$ cat src/rtl/llc_req_decoder.sv
// rtl/llc_req_decoder.sv - trace command decoder feeding a small request FIFO toward the cache stage
// Define LLC_REQ_STATS_EN to add the saturating CPU read/write request counters.
module llc_req_decoder #(
  parameter int ADDR_SIZE   = 32,
  parameter int OFFSET_SIZE = 6,
  parameter int INDEX_SIZE  = 14,
  parameter int TAG_SIZE    = ADDR_SIZE - OFFSET_SIZE - INDEX_SIZE,
  parameter int FIFO_DEPTH  = 4
) (
  input  logic                          clk,
  input  logic                          rst_n,
  input  logic                          in_valid,
  output logic                          in_ready,
  input  logic [3:0]                    in_cmd,
  input  logic [ADDR_SIZE-1:0]          in_addr,
  output logic                          out_valid,
  input  logic                          out_ready,
  output logic [2:0]                    out_op,
  output logic [TAG_SIZE-1:0]           out_tag,
  output logic [INDEX_SIZE-1:0]         out_index,
  output logic [OFFSET_SIZE-1:0]        out_offset,
  output logic                          illegal_cmd,
  output logic [$clog2(FIFO_DEPTH):0]   count
`ifdef LLC_REQ_STATS_EN
  ,
  output logic [31:0]                   stat_reads,
  output logic [31:0]                   stat_writes
`endif
);

  localparam int PTR_W = $clog2(FIFO_DEPTH);
  localparam int CNT_W = PTR_W + 1;
  localparam int ENT_W = 3 + TAG_SIZE + INDEX_SIZE + OFFSET_SIZE;
  localparam logic [CNT_W-1:0] FULL_CNT = CNT_W'(FIFO_DEPTH);
  localparam logic [3:0] CMD_CLR = 4'd8;

  logic [ENT_W-1:0] mem_q [FIFO_DEPTH];
  logic [ENT_W-1:0] head_q, head_d;
  logic [ENT_W-1:0] new_ent;
  logic [PTR_W-1:0] wr_ptr_q, wr_ptr_d;
  logic [PTR_W-1:0] rd_ptr_q, rd_ptr_d;
  logic [CNT_W-1:0] count_q, count_d;
  logic             illegal_q, illegal_d;
  logic [2:0]       dec_op;
  logic             dec_legal;
  logic             accept, push, pop, bypass;

  always_comb begin
    dec_op    = 3'd0;
    dec_legal = 1'b1;
    case (in_cmd)
      4'd0, 4'd2: dec_op = 3'd0;
      4'd1:       dec_op = 3'd1;
      4'd3:       dec_op = 3'd2;
      4'd4:       dec_op = 3'd3;
      4'd5:       dec_op = 3'd4;
      4'd6:       dec_op = 3'd5;
      4'd8:       dec_op = 3'd6;
      4'd9:       dec_op = 3'd7;
      default:    dec_legal = 1'b0;
    endcase
  end

  assign new_ent = {dec_op,
                    in_addr[ADDR_SIZE-1 -: TAG_SIZE],
                    in_addr[OFFSET_SIZE +: INDEX_SIZE],
                    in_addr[OFFSET_SIZE-1:0]};

  assign in_ready  = (count_q != FULL_CNT);
  assign out_valid = (count_q != '0);
  assign accept    = in_valid && in_ready;
  assign push      = accept && dec_legal;
  assign pop       = out_valid && out_ready;
  assign illegal_d = accept && !dec_legal;

  // The head is registered; when the surviving buffer would be empty, the incoming entry bypasses storage.
  always_comb begin
    wr_ptr_d = push ? wr_ptr_q + PTR_W'(1) : wr_ptr_q;
    rd_ptr_d = pop  ? rd_ptr_q + PTR_W'(1) : rd_ptr_q;
    count_d  = count_q;
    case ({push, pop})
      2'b10:   count_d = count_q + CNT_W'(1);
      2'b01:   count_d = count_q - CNT_W'(1);
      default: count_d = count_q;
    endcase
    bypass = pop ? (count_q == CNT_W'(1)) : (count_q == '0);
    head_d = head_q;
    if (count_d != '0) begin
      head_d = bypass ? new_ent : mem_q[rd_ptr_d];
    end
  end

  always_ff @(posedge clk or negedge rst_n) begin
    if (!rst_n) begin
      wr_ptr_q  <= '0;
      rd_ptr_q  <= '0;
      count_q   <= '0;
      head_q    <= '0;
      illegal_q <= 1'b0;
    end else begin
      wr_ptr_q  <= wr_ptr_d;
      rd_ptr_q  <= rd_ptr_d;
      count_q   <= count_d;
      head_q    <= head_d;
      illegal_q <= illegal_d;
    end
  end

  always_ff @(posedge clk) begin
    if (push) begin
      mem_q[wr_ptr_q] <= new_ent;
    end
  end

  assign out_op      = head_q[ENT_W-1 -: 3];
  assign out_tag     = head_q[INDEX_SIZE+OFFSET_SIZE +: TAG_SIZE];
  assign out_index   = head_q[OFFSET_SIZE +: INDEX_SIZE];
  assign out_offset  = head_q[OFFSET_SIZE-1:0];
  assign illegal_cmd = illegal_q;
  assign count       = count_q;

`ifdef LLC_REQ_STATS_EN
  logic [31:0] reads_q, reads_d;
  logic [31:0] writes_q, writes_d;

  // CLR wins over counting; it is itself a legal op so it is still buffered.
  always_comb begin
    reads_d  = reads_q;
    writes_d = writes_q;
    if (accept && in_cmd == CMD_CLR) begin
      reads_d  = '0;
      writes_d = '0;
    end else if (push && dec_op == 3'd0 && reads_q != '1) begin
      reads_d = reads_q + 32'd1;
    end else if (push && dec_op == 3'd1 && writes_q != '1) begin
      writes_d = writes_q + 32'd1;
    end
  end

  always_ff @(posedge clk or negedge rst_n) begin
    if (!rst_n) begin
      reads_q  <= '0;
      writes_q <= '0;
    end else begin
      reads_q  <= reads_d;
      writes_q <= writes_d;
    end
  end

  assign stat_reads  = reads_q;
  assign stat_writes = writes_q;
`endif

endmodule

$ cat config.mk
export PLATFORM = sky130hd
export DESIGN_NAME = llc_req_decoder
export DESIGN_NICKNAME = d
export VERILOG_FILES = /design/src/rtl/llc_req_decoder.sv
export SDC_FILE = /design/constraint.sdc
export NUM_CORES = 1
export LEC_CHECK = 0
export ABC_AREA = 0
export CORE_MARGIN = 3
export CORE_UTILIZATION = 40
export CTS_CLUSTER_DIAMETER = 40
export DETAILED_ROUTE_END_ITERATION = 16
export GPL_TIMING_DRIVEN = 0
export PLACE_DENSITY = 0.7
export SYNTH_ARGS = -nofsm -noshare
export SYNTH_HDL_FRONTEND = slang
export SYNTH_SLANG_ARGS = --single-unit
$ cat constraint.sdc
create_clock -name clk -period 3.82 [get_ports clk]
set_clock_uncertainty 0.2 [all_clocks]
set_input_delay 0.573 -clock clk [delete_from_list [all_inputs] [get_ports clk]]
set_output_delay 0.573 -clock clk [all_outputs]
set_load 0.02 [all_outputs]
## Word-level counts from Yosys, hierarchy flattened

Memory sizes are Yosys's and may differ from the RTL's.
Cells that the tools add are included.

| cells by class | value |
|---|---|
| shift operators | 0 |
| div/mod/pow operators | 0 |
| multipliers | 0 |
| $add $sub $neg | 4 |
| reductions and logical operators | 10 |
| bitwise logic cells | 0 |
| magnitude comparators | 0 |
| multiplexer cells | 8 |
| equality and inequality tests | 12 |

Operators with widths:

| kind | count |
|---|---|
| two-way mux 35 bit | 1 |
| one-hot mux 3 bit (7 select lines) | 1 |
| equality test 4 x 3 -> 1 bit (second input constant) | 3 |
| OR reduction 9 bit | 1 |
| equality test 4 x 2 -> 1 bit (second input constant) | 2 |
| equality test 4 bit (second input constant) | 2 |
| one-hot mux 3 bit (2 select lines) | 1 |
| nonzero test 3 bit | 2 |
| adder 2 x 1 -> 2 bit (second input constant) | 2 |
| equality test 4 x 1 -> 1 bit (second input constant) | 1 |
| logical AND 1 bit | 4 |
| zero test 4 bit | 1 |
| two-way mux 1 bit | 4 |
| adder 3 x 1 -> 3 bit (second input constant) | 1 |
| equality test 3 x 1 -> 1 bit (second input constant) | 1 |
| zero test 3 bit | 1 |
| != test 3 bit (second input constant) | 1 |
| subtractor 3 x 1 -> 3 bit (second input constant) | 1 |
| equality test 2 x 1 -> 1 bit (second input constant) | 1 |
| equality test 2 bit (second input constant) | 1 |
| two-way mux 2 bit | 1 |
| zero test 1 bit | 1 |

| word-level totals | value |
|---|---|
| memories kept | 1 |
| logic and storage cells | 40 |
| RAM bits | 140 |
| bits in read-only memories | 0 |
| latch bits | 0 |
| flip-flop bits (word level) | 43 |

Memories:

| memory | depth | width | read ports | clocked after memory_dff | write ports | RTL line | text |
|---|---|---|---|---|---|---|---|
| mem_q | 4 | 35 | 1 | 0 | 1 | 37 | `logic [ENT_W-1:0] mem_q [FIFO_DEPTH];` |

## Longest topological paths before layout

| depth | value |
|---|---|
| word-level depth | 7 |
| gate-level depth with buffers | 13 |
| gate-level depth less buffers | 12 |

## Least setup slack after synthesis

OpenSTA, ideal clock, no wires.

| timing path | value |
|---|---|
| kind | reg-to-reg |
| start | register count_q[0], in the netlist count[0] |
| end | register head_q[0] |
| cell stages (with the launch flop) | 13 |
| period minus slack after synthesis | 3,397 ps |
| arrival time | 3,073 ps |
| setup time | 124 ps |
| data required time | 3,496 ps |
| buffers on the path | 1 |
| setup slack | 423 ps |
| path through | dfrtp_1 > inv_1 > ha_1 > nand2_1 > nand2_1 > nor2_1 > inv_1 > ha_1 > a221o_1 > a2111oi_4 > clkbuf_1 > nand2b_1 > o31a_1 |

| on the way | value |
|---|---|
| word-level cells in the longest chain between the ends | 6 |

Ends and longest elaborated chain:

| what | RTL line | text |
|---|---|---|
| from (decl) | 42 | `logic [CNT_W-1:0] count_q, count_d;` |
| from (signal assigned) | 103 | `count_q <= count_d;` |
| != test 3 bit * | 69 | `assign in_ready = (count_q != FULL_CNT);` |
| net in_ready | 13 | `output logic in_ready,` |
| logical AND 1 bit * | 71 | `assign accept = in_valid && in_ready;` |
| logical AND 1 bit * | 72 | `assign push = accept && dec_legal;` |
| net push | 46 | `logic accept, push, pop, bypass;` |
| equality test 2 x 1 -> 1 bit / equality test 2 bit (equally long branches) | 81 | `case ({push, pop})` |
| one-hot mux 3 bit (2 select lines) * | 81 |  |
| nonzero test 3 bit * | 88 | `if (count_d != '0) begin` |
| to (signal assigned) | 98 | `head_q <= '0;` |
| to (signal assigned) | 104 | `head_q <= head_d;` |
| to (decl) | 38 | `logic [ENT_W-1:0] head_q, head_d;` |

Mark *: on every way through the listed nets, which the timed path passes. The rest lies on a longest branch.
A chain may end at the register's enable or synchronous reset.

## Worst setup path after layout

| timing path | value |
|---|---|
| start | input port in_cmd[2] |
| end | register head_q[3] |

| on the way | value |
|---|---|
| word-level cells in the longest chain between the ends | 7 |

Ends and longest elaborated chain:

| what | RTL line | text |
|---|---|---|
| from (decl) | 14 | `input logic [3:0] in_cmd,` |
| equality test 4 bit (tied with other cells) | 51 | `case (in_cmd)` |
| OR reduction 9 bit (no line) * | -- |  |
| two-way mux 1 bit * | 51 |  |
| logical AND 1 bit * | 72 |  |
| net push | 46 |  |
| equality test 2 x 1 -> 1 bit / equality test 2 bit (equally long branches) | 81 |  |
| one-hot mux 3 bit (2 select lines) * | 81 |  |
| nonzero test 3 bit * | 88 |  |

Marks and branches as above.

==> impl_summary.md <==
Die
The die is 147 um tall. The width of the die is 147 um. 81 I/O pins were placed. After floorplanning, the core was divided into 50 placement rows. The floorplan core area is 19100 sq um. For this configuration, the core starts out at a cell density of 0.416.

The floorplan step defined a die boundary enclosing 21700 sq um.

Pwr
The power dissipated by switching net loads is 3600 uW. The fraction of power consumed by combinational cells is 0.494. The design internal power is 5160 uW. For this design the static power due to leakage is 0.00328 uW.

The share of total power dissipated in sequential elements is 0.315. The largest voltage drop on the vdd net is 473 uV. For this design the ratio of total power to cell area is 899 nW/um^2. Of the total power, the share spent switching nets is 0.411. Of the total power, the clock network draws 0.191.

Yosys
Synthesis handed over a netlist of 624 instances. The number of synthesis warnings is 0. In this run the cell area of the synthesized design comes to 7970 sq um. The post-synth net total is 674. In this run, synthesis produced a sequential element count of 183. The number of distinct library cell variants in the gate-level netlist after synthesis is 41.

The sequential element share of the synthesized area is 0.662. The synthesized area divided by synthesized cell count is 12.8 sq um.

Route
The number of iterations in the first detailed-routing pass is 5. Dividing the detail-routed wire length by the instance count gives 21.3 um. In the routed layout, each cell is associated on average with a via count of 5.85. The violation count after the first detailed-route iteration is 665.

The remaining antenna violation count is 0. After detailed routing, the number of remaining DRC violations is 0. The total wire length after detailed routing is 21300 um. The routed layout has 5853 vias.

Place
The area of placed instances is 9160 sq um. The placer congestion estimate is 0.808. Port buffering added 79 buffers. The setup slack at placement is -810 ps.

The placed wire-length estimate is 13800 um.

Setup path
The required time reported for the critical path endpoint is 3940 ps. The worst reg2reg path depth is 13. The worst setup path is of the input port to flop kind. The worst path arrival time is 3670 ps. The largest driver fanout on the critical path is 10. STA classifies the critical path startpoint as an input port. The endpoint type of the worst setup path is a flop.

For flop-to-flop paths, the worst setup slack is 380 ps.

Clocking
The CTS root buffer is clkbuf_16. The clock tree synthesis step divided the H-tree into 4 levels. The deepest clock path buffer count is 2. Clock-pin slew was measured on the worst setup and hold paths at 60 ps. The count of clock tree sinks is 183.

The number of clock buffers added by TritonCTS is 17. The insertion delay to the later sink of the worst-skew pair is 440 ps. TritonCTS built the clock tree.

Timing
At the pin with the least slew margin, the transition time is 922 ps. The worst hold-check slack is 318 ps. The fmax is 282 MHz. The share of the cycle needed by the critical path after routing is 0.928. Setup repair after global routing left no endpoint under its margin. The max-slew violation count was 0. The time the final worst path needs with I/O delays and setup is 3550 ps. The hold violation total from the final report is 0.

The headroom to the max-slew limit is 0.385. The final count of negative-setup-slack endpoints is 0. The setup slack of the critical path after layout is 273 ps. In the final timing run, aggregate negative setup slack is 0 ps.

Global route
The total global routing overflow is 0. The initial antenna violation count was 0. Entering global routing, the biggest net connects 36 pins. The via count of the first global-routing pass is 6091. The first global-routing pass estimated 33500 um of wire. The overall global routing resource usage is 0.200.

Layout
The total number of nets in the final design is 777. Once layout is done, the placed cells without fillers occupy 9740 sq um. Leaving out fill and tap cells, the most frequent cell in the layout is edfxtp_1. Of the cells placed in the final design, the portion with a size suffix greater than 1 is 0.0851. The core utilization of the finished layout is 0.509. Compared with the post-synthesis result, the final layout area differs by 22.2%.

The top cell types in the final layout, fill and taps aside, are edfxtp_1, clkdlybuf4s50_1, nand3_1. The number of inserted diodes is 0.

Outcome
The flow ran to the end, and the final reports show no timing, DRC or antenna violations.

Hold path
In this run the worst hold path is classified as input port to flop. The hold path depth is 3.

Job
The tool flagged a number of max-cap violations equal to 0.
-- layer usage --
metal / up-vias / track usage / wire length, um
met5: - / 0 / 0
met4: 0 / 0.0690 / 500
met3: 40 / 0.0484 / 1440
met2: 262 / 0.320 / 10200
met1: 2939 / 0.268 / 9160
li1: 2612 / - / -
-- layout make-up --
type                       count  area (sq um)
fill                        1642          9400
sequential                   183          5280
multi-input combinational    376          2420
timing repair buffer          84           878
clock buffer                  24           482
tap                          260           325
buffer                        55           250
clock inverter                 8          72.6
inverter                      10          37.5
-- final timing paths --
check                       startpoint           to
max                          in_cmd[2]    head_q[3]
min                          out_ready  rd_ptr_q[0]
max reg2reg                   count[0]    head_q[3]
min reg2reg                rd_ptr_q[0]  rd_ptr_q[0]
max in group asynchronous        rst_n    head_q[0]
min in group asynchronous        rst_n     count[0]
-- cell usage after synthesis --
cell	count	area [sq um]
ha_1	10	125
nor2_1	2	7.51
o21a_1	2	15.0
a2111oi_4	1	27.5
mux2i_1	1	10.0
nor3b_1	1	7.51
inv_1	9	33.8
a21o_1	2	15.0
buf_6	1	11.3
edfxtp_1	140	4200
dfrtp_1	43	1080
a22o_1	1	8.76
buf_1	2	7.51
o211ai_1	35	263
a221o_1	1	10.0
o21ai_2	1	8.76
nor3_1	1	5.00
buf_2	12	60.1
nor2b_4	1	13.8
clkbuf_1	34	128
inv_2	1	3.75
or3_1	1	6.26
o41a_1	1	11.3
o21ai_0	42	210
nand3_1	70	350
clkbuf_2	1	5.00
o21ai_1	1	5.00
a22oi_1	1	7.51
xnor2_1	2	17.5
nor2b_1	4	25.0
nand2b_1	36	225
o31a_1	35	307
nor3_2	1	10.0
a21oi_1	38	190
o21bai_1	2	15.0
o2111ai_1	34	298
nand2_4	1	11.3
and2_1	5	31.3
buf_4	5	37.5
o311ai_0	1	8.76
nand2_1	42	158
-- through the flow --
stage	instances	power [uW]
3_5_place_dp	966	7050
4_1_cts	1000	8760
2_1_floorplan	624	5470
5_1_grt	1000	9260
3_3_place_gp	963	6870
6_report	1000	8760
-- state kept, by name (all words and copies together) (netlist names) --
register,count
count,3
mem_q,140
illegal_cmd,1
head_q,35
rd_ptr_q,2
wr_ptr_q,2
-- cells by family after synthesis --
family                   Yosys count  share of synthesized area
AO/OA/AOI/OAI                    198                      0.176
flip-flops                       183                      0.662
AND/OR/NAND/NOR                  165                      0.107
buffers and inverters             65                     0.0359
adder cells (fa/ha/maj)           10                     0.0157
XOR/XNOR                           2                    0.00220
multiplexers                       1                    0.00126
-- power by group through the flow --
| stage | sequential [uW] | clock [uW] | combinational (uW) |
|---|---|---|---|
| after CTS | 2760 | 1680 | 4310 |
| final | 2760 | 1670 | 4330 |
| after global routing | 2800 | 1770 | 4690 |
| after detailed placement | 2800 | 0 | 4250 |
| after floorplan | 3020 | 0 | 2450 |
| after global placement | 2790 | 0 | 4070 |
-- worst max-delay path, cell delays in order --
cell and delay [ps]:
clkdlybuf4s50_1 480, a21o_1 210, a22o_1 280, nor2_4 240, inv_1 70, ha_1 370, a221o_1 340, a2111oi_4 290
buf_4 240, clkbuf_2 310, nand2b_1 120, o31a_1 120
-- timing repair --
| item | CTS | global route |
|---|---|---|
| endpoints found under the hold margin | 12 | 0 |
| hold buffers | 1 | 0 |
| endpoints found under the setup margin | 35 | 35 |
| resized for setup | 1 | 3 |
| pin swaps | 1 | 0 |
| setup buffers | 1 | 0 |
No activity file was read; power rests on OpenSTA's default activity.
